<file path="src/rtl/ctr_ks_gen_pkg.sv">
// Shared types and helpers for the CTR keystream generator: block width,
// keystream slot record, run-state encoding and the low-field counter step.
package ctr_ks_gen_pkg;

  localparam int BLOCK_W       = 128;
  localparam int INC_WIDTH_DEF = 32;

  typedef enum logic {
    ST_UNLOADED = 1'b0,
    ST_RUN      = 1'b1
  } ctr_state_e;

  typedef struct packed {
    logic               valid;
    logic [BLOCK_W-1:0] data;
  } ks_slot_t;

  // Increment only the low inc_w bits; the upper field never sees a carry.
  function automatic logic [BLOCK_W-1:0] inc32(input logic [BLOCK_W-1:0] blk,
                                               input int unsigned        inc_w);
    logic [BLOCK_W-1:0] mask;
    mask = {BLOCK_W{1'b1}} >> (BLOCK_W - inc_w);
    return (blk & ~mask) | ((blk + 128'd1) & mask);
  endfunction

endpackage

</file>
<file path="src/rtl/ctr_ks_gen_ks_slot_fifo.sv">
// Two-entry keystream shift queue: slot0 is the presented block, slot1 the
// prefetched one. A pop and a push in the same cycle never lose or duplicate.
module ctr_ks_gen_ks_slot_fifo
  import ctr_ks_gen_pkg::*;
(
  input  logic               clk_i,
  input  logic               rst_ni,
  input  logic               flush_i,
  input  logic               push_i,
  input  logic [BLOCK_W-1:0] push_data_i,
  input  logic               pop_i,
  output ks_slot_t           slot0_o,
  output ks_slot_t           slot1_o
);

  ks_slot_t slot0_q, slot0_d;
  ks_slot_t slot1_q, slot1_d;
  ks_slot_t shift0_s, shift1_s;

  // Next slot contents: apply the pop first, then drop the push into the first hole.
  always_comb begin
    shift0_s = slot0_q;
    shift1_s = slot1_q;
    if (pop_i) begin
      shift0_s = slot1_q;
      shift1_s = '0;
    end else begin
      shift0_s = slot0_q;
    end

    slot0_d = shift0_s;
    slot1_d = shift1_s;
    if (flush_i) begin
      slot0_d = '0;
      slot1_d = '0;
    end else if (push_i) begin
      if (!shift0_s.valid) begin
        slot0_d = '{valid: 1'b1, data: push_data_i};
      end else begin
        slot1_d = '{valid: 1'b1, data: push_data_i};
      end
    end else begin
      slot0_d = shift0_s;
    end
  end

  // Slot storage.
  always_ff @(posedge clk_i or negedge rst_ni) begin
    if (!rst_ni) begin
      slot0_q <= '0;
      slot1_q <= '0;
    end else begin
      slot0_q <= slot0_d;
      slot1_q <= slot1_d;
    end
  end

  assign slot0_o = slot0_q;
  assign slot1_o = slot1_q;

endmodule

</file>
<file path="src/rtl/ctr_ks_gen.sv">
// CTR keystream responder: steps the counter, issues blocks to the AES core one
// at a time, and serves results to the XOR stage through a two-slot queue.
module ctr_ks_gen
  import ctr_ks_gen_pkg::*;
#(
  parameter int INC_WIDTH = INC_WIDTH_DEF,
  parameter bit PREFETCH  = 1'b1
) (
  input  logic               clk,
  input  logic               rst_n,
  input  logic               ctr_load,
  input  logic [BLOCK_W-1:0] ctr_init,
  input  logic               ks_req,
  output logic               ks_valid,
  output logic [BLOCK_W-1:0] ks_data,
  input  logic               aes_ready,
  output logic               aes_start,
  output logic [BLOCK_W-1:0] aes_block,
  input  logic               aes_done,
  input  logic [BLOCK_W-1:0] aes_result,
  output logic               busy
);

  ctr_state_e         state_q, state_d;
  logic [BLOCK_W-1:0] ctr_q, ctr_d;
  logic               epoch_q, epoch_d;
  logic               inflight_q, inflight_d;
  logic               inflight_tag_q, inflight_tag_d;
  logic               granted_q, granted_d;
  logic               ks_req_q;
  logic               aes_start_q, aes_start_d;
  logic [BLOCK_W-1:0] aes_block_q, aes_block_d;

  ks_slot_t slot0_s, slot1_s;
  logic     loaded_s;
  logic     issue_s;
  logic     result_ok_s;
  logic     retire_s;
  logic     grant_s;

  // Event decode. Issue is only decided with nothing in flight, so the slot
  // occupancy seen here already accounts for every pending result.
  always_comb begin
    loaded_s    = (state_q == ST_RUN);
    issue_s     = loaded_s && !ctr_load && !inflight_q && aes_ready &&
                  (!slot0_s.valid || (PREFETCH && !slot1_s.valid));
    result_ok_s = aes_done && inflight_q && (inflight_tag_q == epoch_q) && !ctr_load;
    retire_s    = loaded_s && !ctr_load && ks_req && !ks_req_q && granted_q;
    grant_s     = loaded_s && !ctr_load && ks_req && ks_req_q && slot0_s.valid;
  end

  // Next-state logic for run state, counter, epoch, in-flight tracking and grant.
  always_comb begin
    state_d        = state_q;
    ctr_d          = ctr_q;
    epoch_d        = epoch_q;
    inflight_d     = inflight_q;
    inflight_tag_d = inflight_tag_q;
    granted_d      = granted_q;
    aes_start_d    = 1'b0;
    aes_block_d    = aes_block_q;

    case (state_q)
      ST_UNLOADED: begin
        if (ctr_load) begin
          state_d = ST_RUN;
        end else begin
          state_d = ST_UNLOADED;
        end
      end
      ST_RUN:  state_d = ST_RUN;
      default: state_d = ST_UNLOADED;
    endcase

    if (ctr_load) begin
      ctr_d   = ctr_init;
      epoch_d = ~epoch_q;
    end else if (issue_s) begin
      ctr_d = inc32(ctr_q, INC_WIDTH);
    end else begin
      ctr_d = ctr_q;
    end

    // A result in the load cycle belongs to the old epoch; only the slot write is suppressed.
    if (issue_s) begin
      inflight_d     = 1'b1;
      inflight_tag_d = epoch_q;
      aes_start_d    = 1'b1;
      aes_block_d    = ctr_q;
    end else if (aes_done) begin
      inflight_d = 1'b0;
    end else begin
      inflight_d = inflight_q;
    end

    if (ctr_load || retire_s) begin
      granted_d = 1'b0;
    end else if (grant_s) begin
      granted_d = 1'b1;
    end else begin
      granted_d = granted_q;
    end
  end

  // Control and output registers.
  always_ff @(posedge clk or negedge rst_n) begin
    if (!rst_n) begin
      state_q        <= ST_UNLOADED;
      ctr_q          <= '0;
      epoch_q        <= 1'b0;
      inflight_q     <= 1'b0;
      inflight_tag_q <= 1'b0;
      granted_q      <= 1'b0;
      ks_req_q       <= 1'b0;
      aes_start_q    <= 1'b0;
      aes_block_q    <= '0;
    end else begin
      state_q        <= state_d;
      ctr_q          <= ctr_d;
      epoch_q        <= epoch_d;
      inflight_q     <= inflight_d;
      inflight_tag_q <= inflight_tag_d;
      granted_q      <= granted_d;
      ks_req_q       <= ks_req;
      aes_start_q    <= aes_start_d;
      aes_block_q    <= aes_block_d;
    end
  end

  ctr_ks_gen_ks_slot_fifo u_slots (
    .clk_i       (clk),
    .rst_ni      (rst_n),
    .flush_i     (ctr_load),
    .push_i      (result_ok_s),
    .push_data_i (aes_result),
    .pop_i       (retire_s),
    .slot0_o     (slot0_s),
    .slot1_o     (slot1_s)
  );

  assign ks_valid  = slot0_s.valid;
  assign ks_data   = slot0_s.data;
  assign aes_start = aes_start_q;
  assign aes_block = aes_block_q;
  assign busy      = loaded_s && (inflight_q || !slot0_s.valid);

endmodule

</file>
<file path="config.mk">
export PLATFORM = sky130hd
export DESIGN_NAME = ctr_ks_gen
export DESIGN_NICKNAME = d
export VERILOG_FILES = /design/src/rtl/ctr_ks_gen_pkg.sv /design/src/rtl/ctr_ks_gen_ks_slot_fifo.sv /design/src/rtl/ctr_ks_gen.sv
export SDC_FILE = /design/constraint.sdc
export NUM_CORES = 1
export LEC_CHECK = 0
export ABC_AREA = 1
export CAP_MARGIN = 20
export CORE_MARGIN = 4
export CORE_UTILIZATION = 40
export CTS_BUF_LIST = sky130_fd_sc_hd__clkbuf_2 sky130_fd_sc_hd__clkbuf_4 sky130_fd_sc_hd__clkbuf_8
export DETAILED_ROUTE_END_ITERATION = 12
export HOLD_SLACK_MARGIN = 0.12
export PLACE_DENSITY = 0.69
export SKIP_LAST_GASP = 1
export SYNTH_ARGS = -nofsm -noshare
export SYNTH_HDL_FRONTEND = slang
export SYNTH_HIERARCHICAL = 1
export SYNTH_SLANG_ARGS = --single-unit
export TNS_END_PERCENT = 1
</file>
<file path="constraint.sdc">
create_clock -name clk -period 2 [get_ports clk]
set_clock_uncertainty 0.05 [all_clocks]
set_input_delay 0.3 -clock clk [delete_from_list [all_inputs] [get_ports clk]]
set_output_delay 0.3 -clock clk [all_outputs]
set_load 0.01 [all_outputs]
</file>
==> flow_metrics.env, run 1 <==
export IMPL_powerDensity_mw_per_mm2=822
export IMPL_synthSimpleGateAreaFrac_pct=38.1
export IMPL_ys_types=27
export IMPL_drt_wirelength_per_cell_um=16.4
export IMPL_cpPeakStageDelay_ns=0.63
export IMPL_htreeDepth=3
export IMPL_gp_congestion=0.867
export IMPL_die_w_um=256
export IMPL_fp_dieH_um=256
export IMPL_syn_area_mm2=0.0247
export IMPL_dp_cells=4583
export IMPL_cp_start_kind="flip-flop"
export IMPL_antenna_found_initial=6
export IMPL_setup_violations_final=21
export IMPL_firstDrtPassIters=6
export IMPL_cts_sinks=521
export IMPL_worst_pin_slew_ns=0.673
export IMPL_holdPathStages=3
export IMPL_power_frac_seq_pct=42.2
export IMPL_grt_pass1_vias=22808
export IMPL_place_area_mm2=0.0313
export IMPL_r2r_end="u_slots/slot0_o[74]"
export IMPL_hold_violations=0
export IMPL_crit_path_end_kind="output pin"
export IMPL_ys_seq_area_share_pct=52.8
export IMPL_crit_path_top_delay_cell="clkdlybuf4s50_1"
export IMPL_areaGrowthSynthToFinish_pct=44.0
export IMPL_path_buf_inv=1
export IMPL_ios=521
export IMPL_cts_buffer_depth=3
export IMPL_clockRootBuffer="clkbuf_8"
export IMPL_synth_xor_area_share_pct=0.177
export IMPL_postLayoutCellArea_mm2=0.0355
export IMPL_drc=0
export IMPL_worstHoldPathType="in2reg"
export IMPL_rr_startpoint="loaded_s"
export IMPL_leakage_nw=18.1
export IMPL_pre_cts_ws_ns=-0.297
export IMPL_intPower_mw=20.8
export IMPL_fin_hold_ws_ns=0.199
export IMPL_port_buffers=520
export IMPL_min_to="u_slots/slot0_o[29]"
export IMPL_violations="setup timing"
export IMPL_synth_compound_area_share_pct=2.27
export IMPL_reg2reg_slack_ns=0.05
export IMPL_status="finished, violations left"
export IMPL_p_switching_mw=8.37
export IMPL_rows=90
export IMPL_arrival_ns=1.68
export IMPL_cp_data_required_time_ns=1.65
export IMPL_synth_top_family_by_area="simple AND/OR/NAND/NOR gates"
export IMPL_cap_violations=0
export IMPL_nFillCells=5355
export IMPL_grt_max_degree=152
export IMPL_vias_per_cell=4.77
export IMPL_clkPwrFrac_pct=37.2
export IMPL_gr_total_overflow=0
export IMPL_synth_cells=3368
export IMPL_synth_adder_area_share_pct=0.0507
export IMPL_yosys_warnings=6
export IMPL_vdd_drop_max_uv=648
export IMPL_dr_total_vias=23545
export IMPL_final_layout_size_suffix_gt1_share_pct=8.19
export IMPL_synthMuxAreaShare_pct=0
export IMPL_start_util_pct=40.7
export IMPL_syn_mean_instance_area_um2=7.33
export IMPL_finalPower_mw=29.2
export IMPL_synth_nets=3631
export IMPL_netSwitchingFraction_pct=28.6
export IMPL_grt_pass1_wl_mm=125
export IMPL_layout_cells_non_filler=4936
export IMPL_synth_top_area_share_pct=52.8
export IMPL_critical_path_top_delay_family="buffers and inverters"
export IMPL_setup_ws_ns=-0.0322
export IMPL_r2r_cells=12
export IMPL_dieArea_mm2=0.0657
export IMPL_fin_crit_sh_pct=102
export IMPL_grt_usage_pct=23.1
export IMPL_cts_clk_slew_worst_paths_ns=0.06
export IMPL_min_period_ns=2.03
export IMPL_design_core_area_mm2=0.0607
export IMPL_drt_iter0_drc=1779
export IMPL_max_freq_mhz=492
export IMPL_nets=4340
export IMPL_dp_hpwl_mm=51.7
export IMPL_worstSetupPathType="reg2out"
export IMPL_synth_area_leaders="dfrtp_1 53%, nand2_1 23%, nor2_1 8.1%"
export IMPL_synth_top_area_cell="dfrtp_1"
export IMPL_combPwrFrac_pct=20.7
export IMPL_cts_tree="done"
export IMPL_hp_start="aes_result[29]"
export IMPL_path_max_fanout=2
export IMPL_synth_seq_cells=521
export IMPL_slew_headroom_pct=55.1
export IMPL_drv_slew=0
export IMPL_clkLatencyLatePin_ns=0.68
export IMPL_worstPathCellList="clkdlybuf4s50_1"
export IMPL_ant_nets=0
export IMPL_routed_wl_mm=80.9
export IMPL_numCtsBuffers=94
export IMPL_rsz0062_at_grt="yes"
[what timing repair did]
action	CTS	global route
hold endpoints to repair	717	0
hold buffers	158	0
setup buffers	1	9
endpoints found under the setup margin	263	454
resized for setup	7	37
gates cloned	0	12
pin swaps	0	8
[area by class of cell]
cell class / instances / area, um^2 / area share (%)
antenna: 4 / 10.0 / 0.0282
clock buffer: 154 / 1900 / 5.35
clock inverter: 15 / 164 / 0.461
inverter: 187 / 716 / 2.01
multi-input combinational: 2466 / 10100 / 28.5
sequential: 521 / 13000 / 36.7
tap: 782 / 978 / 2.75
timing repair buffer: 807 / 8620 / 24.3
[cells by family (layout without fill, tap and decap cells)]
kind of cell             after synthesis  after routing
AO/OA/AOI/OAI                        110            110
AND/OR/NAND/NOR                     2350           2350
other                                  0              4
flip-flops                           521            521
XOR/XNOR                               5              5
buffers and inverters                381           1163
adder cells (fa/ha/maj)                1              1
[stage by stage]
| stage | setup TNS [ns] | utilization [%] |
|---|---|---|
| after global routing | -14.02 | 58.6 |
| final | -0.339 | 58.6 |
| after floorplan | -1.89 | - |
| after detailed placement | -56.89 | 51.6 |
| after CTS | -11.51 | 57.6 |
| after global placement | -48.45 | 51.6 |
[power by group through the flow]
stage	logic [mW]	clock network (mW)	registers, mW
CTS	5.96	11.2	12.3
global route	6.59	11.6	12.4
global placement	5.61	0	12.5
finish	6.03	10.9	12.3
detailed placement	5.67	0	12.5
floorplan	1.99	0	12.7
[registers in the layout, summed over array words and instances (netlist names)]
register	flops
aes_block	128
aes_start	1
ctr_q	128
epoch_q	1
granted_q	1
inflight_q	1
inflight_tag_q	1
ks_req_q	1
loaded_s	1
u_slots/slot0_o	129
u_slots/slot1_o	129
[synth_stat cells (all sizes together)]
library cell	n
dfrtp	521
and2	129
nor2	543
inv	185
buf	117
o21ai	104
clkinv	2
o211ai	4
xor2	5
nand2	1522
nand3b	3
ha	1
a21oi	2
clkbuf	77
or2	1
nand3	152
[worst reg2reg max path, cell delays in order (launching register included)]
cell       delay, ns
dfrtp_1         0.36
inv_2           0.06
nor2_4          0.10
nand3b_1        0.14
nor2_4          0.15
buf_12          0.13
inv_8           0.04
nand2_4         0.06
nand3_4         0.15
buf_12          0.21
clkbuf_16       0.20
nor2_1          0.12
nor2_1          0.07
[layer usage]
metal	up-vias	GRT usage, %	share of wire [%]
li1	11592	-	-
met5	-	0	0.037
met3	176	4.09	5.9
met2	762	39.0	49
met1	11011	29.9	42
met4	4	8.96	3.7
[worst max-delay path by stage]
stage          slack [ns]              endpoint           from  cells after the start
2_1_floorplan       -0.02  u_slots/slot1_o[100]       ctr_load                     10
3_3_place_gp        -0.25   u_slots/slot0_o[82]         ks_req                     10
3_5_place_dp        -0.30   u_slots/slot0_o[75]         ks_req                     10
4_1_cts             -0.20                  busy       loaded_s                      4
5_1_grt             -0.12         aes_block[10]  aes_block[10]                      1
6_report            -0.03         aes_block[10]  aes_block[10]                      1
[placed cells by master (no fill, tap or decap), drive strengths merged, types with 2 or more instances in the layout]
master,count
nand2,1522
nor2,543
dfrtp,521
clkdlybuf4s50,514
inv,191
clkbuf,168
dlygate4sd3,157
nand3,152
and2,129
buf,119
o21ai,104
clkinv,10
xor2,5
diode,4
o211ai,4
nand3b,3
a21oi,2
(Power assumes the default switching activity.)
==> run 2, diff against run 1 <==
--- a/config.mk
+++ b/config.mk
@@ -7,12 +7,14 @@
 export LEC_CHECK = 0
 export ABC_AREA = 1
 export CAP_MARGIN = 20
+export CELL_PAD_IN_SITES_DETAIL_PLACEMENT = 1
+export CELL_PAD_IN_SITES_GLOBAL_PLACEMENT = 1
 export CORE_MARGIN = 4
-export CORE_UTILIZATION = 40
+export CORE_UTILIZATION = 38
 export CTS_BUF_LIST = sky130_fd_sc_hd__clkbuf_2 sky130_fd_sc_hd__clkbuf_4 sky130_fd_sc_hd__clkbuf_8
 export DETAILED_ROUTE_END_ITERATION = 12
 export HOLD_SLACK_MARGIN = 0.12
-export PLACE_DENSITY = 0.69
+export PLACE_DENSITY = 0.87
 export SKIP_LAST_GASP = 1
 export SYNTH_ARGS = -nofsm -noshare
 export SYNTH_HDL_FRONTEND = slang
==> flow_metrics.env, run 2 (synthesis gave the netlist of run 1 again) <==
export IMPL_hp_start="ctr_init[84]"
export IMPL_mostFrequentLayoutCell="nand2_1"
export IMPL_cp_data_required_time_ns=2.52
export IMPL_setup_ws_ns=-0.182
export IMPL_start_util_pct=38.4
export IMPL_arrival_ns=2.71
export IMPL_die_w_um=263
export IMPL_worstSetupPathType="reg2reg"
export IMPL_clockRootBuffer="clkbuf_8"
export IMPL_cts_clk_slew_worst_paths_ns=0.07
export IMPL_layout_cells_non_filler=4980
export IMPL_worst_pin_slew_ns=0.818
export IMPL_setup_violations_final=206
export IMPL_grt_max_degree=162
export IMPL_cap_violations=0
export IMPL_routed_wl_mm=109
export IMPL_nFillCells=7738
export IMPL_cts_tree="done"
export IMPL_dp_hpwl_mm=63.4
export IMPL_ios=521
export IMPL_status="finished, violations left"
export IMPL_reg2reg_slack_ns=-0.18
export IMPL_r2r_cells=12
export IMPL_numCtsBuffers=92
export IMPL_grt_pass1_wl_mm=161
export IMPL_leakage_nw=18.1
export IMPL_drt_wirelength_per_cell_um=22.0
export IMPL_fp_dieH_um=263
export IMPL_firstDrtPassIters=5
export IMPL_gp_congestion=0.831
export IMPL_min_to="ctr_q[84]"
export IMPL_port_buffers=520
export IMPL_htreeDepth=3
export IMPL_drv_slew=0
export IMPL_rr_startpoint="loaded_s"
export IMPL_gr_total_overflow=0
export IMPL_cts_sinks=521
export IMPL_dieArea_mm2=0.0691
export IMPL_worstHoldPathType="in2reg"
export IMPL_drc=0
export IMPL_powerDensity_mw_per_mm2=857
export IMPL_r2r_end="u_slots/slot0_o[20]"
export IMPL_ant_nets=0
export IMPL_dr_total_vias=25851
export IMPL_drt_iter0_drc=1747
export IMPL_fin_crit_sh_pct=109
export IMPL_vdd_drop_max_uv=683
export IMPL_regArea_mm2=0.0130
export IMPL_crit_path_end_kind="flip-flop"
export IMPL_max_freq_mhz=458
export IMPL_hold_violations=0
export IMPL_cp_start_kind="flip-flop"
export IMPL_grt_pass1_vias=27873
export IMPL_multi_input_area_mm2=0.0102
export IMPL_clkLatencyLatePin_ns=0.71
export IMPL_holdPathStages=3
export IMPL_cts_buffer_depth=3
export IMPL_grt_usage_pct=29.1
export IMPL_areaGrowthSynthToFinish_pct=43.4
export IMPL_final_layout_size_suffix_gt1_share_pct=9.30
export IMPL_violations="setup timing"
export IMPL_rsz0062_at_grt="yes"
export IMPL_nets=4296
export IMPL_tns_ns=-10.15
export IMPL_design_core_area_mm2=0.0643
export IMPL_path_max_fanout=29
export IMPL_dp_cells=4685
export IMPL_mostFrequentLayoutCells="1504 x nand2_1, 521 x dfrtp_1, 519 x nor2_1"
export IMPL_vias_per_cell=5.19
export IMPL_rows=93
export IMPL_min_period_ns=2.18
export IMPL_slew_headroom_pct=45.5
export IMPL_antenna_found_initial=17
==> run 2: worst max path at each step <==
stage	from	endpoint	slack (ns)	cells past startpoint
6_report	loaded_s	u_slots/slot0_o[20]	-0.18	12
5_1_grt	loaded_s	u_slots/slot0_o[20]	-0.31	12
4_1_cts	loaded_s	u_slots/slot0_o[33]	-0.15	13
3_5_place_dp	ks_req	u_slots/slot0_o[88]	-0.43	10
3_3_place_gp	ks_req	u_slots/slot0_o[52]	-0.27	11
2_1_floorplan	ctr_load	u_slots/slot1_o[100]	-0.02	10
==> run 2: area by class of cell <==
cell class                 count  area share [%]
antenna                       16           0.113
tap                          855            3.02
multi-input combinational   2466            28.8
inverter                     187            2.02
clock buffer                 141            4.99
sequential                   521            36.8
clock inverter                29           0.757
timing repair buffer         765            23.5
==> run 2: routing by layer <==
metal  global-route usage, %  vias to the layer above  part of all wire (%)
li1                        -                    11497                     -
met1                    33.0                    12900                    37
met2                    50.1                     1075                    50
met3                    6.69                      375                   6.5
met4                    17.6                        4                   6.5
met5                       0                        -                 0.021
==> run 2: timing repair <==
action | 4_1_cts | 5_1_grt
buffers inserted | 3 | 2
hold buffers | 88 | 0
gates resized for setup | 10 | 47
endpoints found under the setup margin | 422 | 507
cloned | 1 | 15
pin swaps | 3 | 14
hold endpoints to repair | 610 | 0
==> run 2: metrics by stage <==
stage / util [%] / setup WS [ns] / total power [mW] / instance area [um^2] / hold slack (ns)
2_1_floorplan: - / -0.0247 / 14.7 / 24700 / -0.0456
3_3_place_gp: 49.4 / -0.272 / 18.1 / 31800 / 0.191
3_5_place_dp: 49.4 / -0.427 / 18.4 / 31800 / 0.193
4_1_cts: 54.0 / -0.147 / 29.7 / 34800 / 0.120
5_1_grt: 55.0 / -0.310 / 31.6 / 35400 / 0.121
6_report: 55.0 / -0.182 / 30.3 / 35400 / 0.154
==> run 2: power by group <==
group	leakage (nW)	internal (mW)	switching [mW]
registers	6.82	11.6	0.939
logic	10.1	3.08	3.47
clock network	1.10	6.10	5.14
==> run 2: worst max-delay path, stage by stage, from the launching register on <==
cell,delay (ns)
dfrtp_1,0.37
inv_2,0.06
nor2_4,0.14
nand3b_1,0.15
nor2_4,0.16
buf_12,0.14
buf_6,0.21
buf_12,0.22
nand2_1,0.08
and2_1,0.17
nand2_1,0.09
nand2_1,0.07
nor2_1,0.15
==> run 3, diff against run 2 <==
--- a/config.mk
+++ b/config.mk
@@ -10,11 +10,11 @@
 export CELL_PAD_IN_SITES_DETAIL_PLACEMENT = 1
 export CELL_PAD_IN_SITES_GLOBAL_PLACEMENT = 1
 export CORE_MARGIN = 4
-export CORE_UTILIZATION = 38
+export CORE_UTILIZATION = 30
 export CTS_BUF_LIST = sky130_fd_sc_hd__clkbuf_2 sky130_fd_sc_hd__clkbuf_4 sky130_fd_sc_hd__clkbuf_8
 export DETAILED_ROUTE_END_ITERATION = 12
 export HOLD_SLACK_MARGIN = 0.12
-export PLACE_DENSITY = 0.87
+export PLACE_DENSITY = 0.72
 export SKIP_LAST_GASP = 1
 export SYNTH_ARGS = -nofsm -noshare
 export SYNTH_HDL_FRONTEND = slang
==> flow_metrics.env, run 3 (synthesis gave the netlist of run 1 again) <==
export IMPL_status="finished, violations left"
export IMPL_violations="setup timing"
export IMPL_path_max_fanout=35
export IMPL_design_core_area_mm2=0.0811
export IMPL_worstHoldPathType="in2reg"
export IMPL_drt_iter0_drc=899
export IMPL_grt_pass1_wl_mm=145
export IMPL_drv_slew=0
export IMPL_areaGrowthSynthToFinish_pct=46.7
export IMPL_cts_sinks=521
export IMPL_dp_hpwl_mm=61.2
export IMPL_grt_pass1_vias=25932
export IMPL_leakage_nw=18.3
export IMPL_grt_usage_pct=21.0
export IMPL_fp_dieH_um=295
export IMPL_worst_pin_slew_ns=0.809
export IMPL_drc=0
export IMPL_clockRootBuffer="clkbuf_8"
export IMPL_start_util_pct=30.4
export IMPL_layout_cells_non_filler=5251
export IMPL_crit_path_end_kind="flip-flop"
export IMPL_tns_ns=-2.65
export IMPL_gp_congestion=0.791
export IMPL_finalPower_mw=30.2
export IMPL_port_buffers=520
export IMPL_setup_violations_final=134
export IMPL_routed_wl_mm=93.5
export IMPL_gr_total_overflow=0
export IMPL_numCtsBuffers=99
export IMPL_mostFrequentLayoutCells="1514 x nand2_1, 528 x nor2_1, 520 x dfrtp_1"
export IMPL_dr_total_vias=23934
export IMPL_nets=4366
export IMPL_cts_tree="done"
export IMPL_cts_buffer_depth=3
export IMPL_dieArea_mm2=0.0869
export IMPL_cp_data_required_time_ns=2.59
export IMPL_worstSetupPathType="in2reg"
export IMPL_hold_violations=0
export IMPL_vias_per_cell=4.56
export IMPL_cp_start_kind="input pin"
export IMPL_vdd_drop_max_uv=679
export IMPL_rows=104
export IMPL_htreeDepth=3
export IMPL_slew_headroom_pct=46.0
export IMPL_ios=521
export IMPL_cts_clk_slew_worst_paths_ns=0.06
export IMPL_powerDensity_mw_per_mm2=835
export IMPL_mostFrequentLayoutCell="nand2_1"
export IMPL_grt_max_degree=84
export IMPL_dp_cells=4879
export IMPL_ant_nets=0
export IMPL_min_period_ns=2.08
export IMPL_setup_ws_ns=-0.0836
export IMPL_utilization_pct=44.7
export IMPL_die_w_um=295
export IMPL_arrival_ns=2.67
export IMPL_max_freq_mhz=480
export IMPL_rsz0062_at_grt="yes"
export IMPL_antenna_found_initial=19
export IMPL_cap_violations=0
export IMPL_fin_crit_sh_pct=104
export IMPL_final_layout_size_suffix_gt1_share_pct=8.35
export IMPL_drt_wirelength_per_cell_um=17.8
export IMPL_clkLatencyLatePin_ns=0.71
export IMPL_firstDrtPassIters=4
-- run 3: cell count changes in the layout (fill, tap and decap cells not counted), sizes merged --
cell,change
dlygate4sd3,+87
buf,-12
clkinv,-8
clkbuf,+6
diode,-5
clkdlybuf4s50,-2
bufbuf,-1
clkdlybuf4s15,+1
clkinvlp,-1
dlygate4sd2,+1
-- run 3: metal layers --
layer / vias up / GRT usage [%] / part of all wire, %
met5: - / 0 / 0.10
met4: 16 / 5.97 / 2.4
met3: 160 / 7.11 / 7.7
met2: 546 / 35.7 / 48
met1: 11589 / 25.4 / 42
li1: 11623 / - / -
-- run 3: area by class of cell --
| type | count | area (um^2) |
|---|---|---|
| multi-input combinational | 2466 | 10100 |
| inverter | 187 | 716 |
| timing repair buffer | 828 | 8790 |
| fill | 9703 | 44900 |
| antenna | 11 | 27.5 |
| tap | 1060 | 1330 |
| clock inverter | 20 | 241 |
| sequential | 521 | 13000 |
| clock buffer | 158 | 1960 |
-- run 3: worst max-delay path: stages --
cell	delay [ns]
dlygate4sd3_1	0.55
clkdlybuf4s50_1	0.52
nand3_1	0.13
nor2_4	0.28
nand3_4	0.20
buf_12	0.21
buf_16	0.17
nand2_1	0.10
nand2_1	0.07
nor2_1	0.11
-- run 3: per-stage QoR --
step                hold slack [ns]  worst slack, ns  cell area (um^2)
global placement              0.155           -0.297             32000
detailed placement            0.156           -0.360             32000
CTS                           0.120           -0.177             36000
finish                        0.164          -0.0836             36200
global route                  0.129           -0.190             36200
floorplan                   -0.0456          -0.0247             24700
-- run 3: final timing paths --
path	start	to	slack, ns	depth (start not counted)
setup / recovery	aes_done	u_slots/slot0_o[83]	-0.08	10
hold / removal	aes_result[81]	u_slots/slot0_o[81]	0.16	3
setup reg to reg	loaded_s	u_slots/slot0_o[83]	-0.05	12
hold reg to reg	ctr_q[85]	ctr_q[85]	0.42	2
max in group asynchronous	rst_n	ctr_q[41]	1.15	4
min in group asynchronous	rst_n	u_slots/slot0_o[16]	0.19	3
-- run 3: power breakdown --
part / switching, mW / internal (mW) / leakage, nW / total (mW)
clock network: 5.01 / 6.64 / 1.18 / 11.7
logic: 3.15 / 3.09 / 10.3 / 6.23
registers: 0.725 / 11.6 / 6.82 / 12.3
total: 8.88 / 21.3 / 18.3 / 30.2
-- run 3: what timing repair did --
action	CTS	global route
hold buffers	175	0
endpoints found under the setup margin	366	509
hold endpoints to repair	733	0
pin swaps	0	4
buffers inserted	0	3
cloned	0	5
resized for setup	8	17
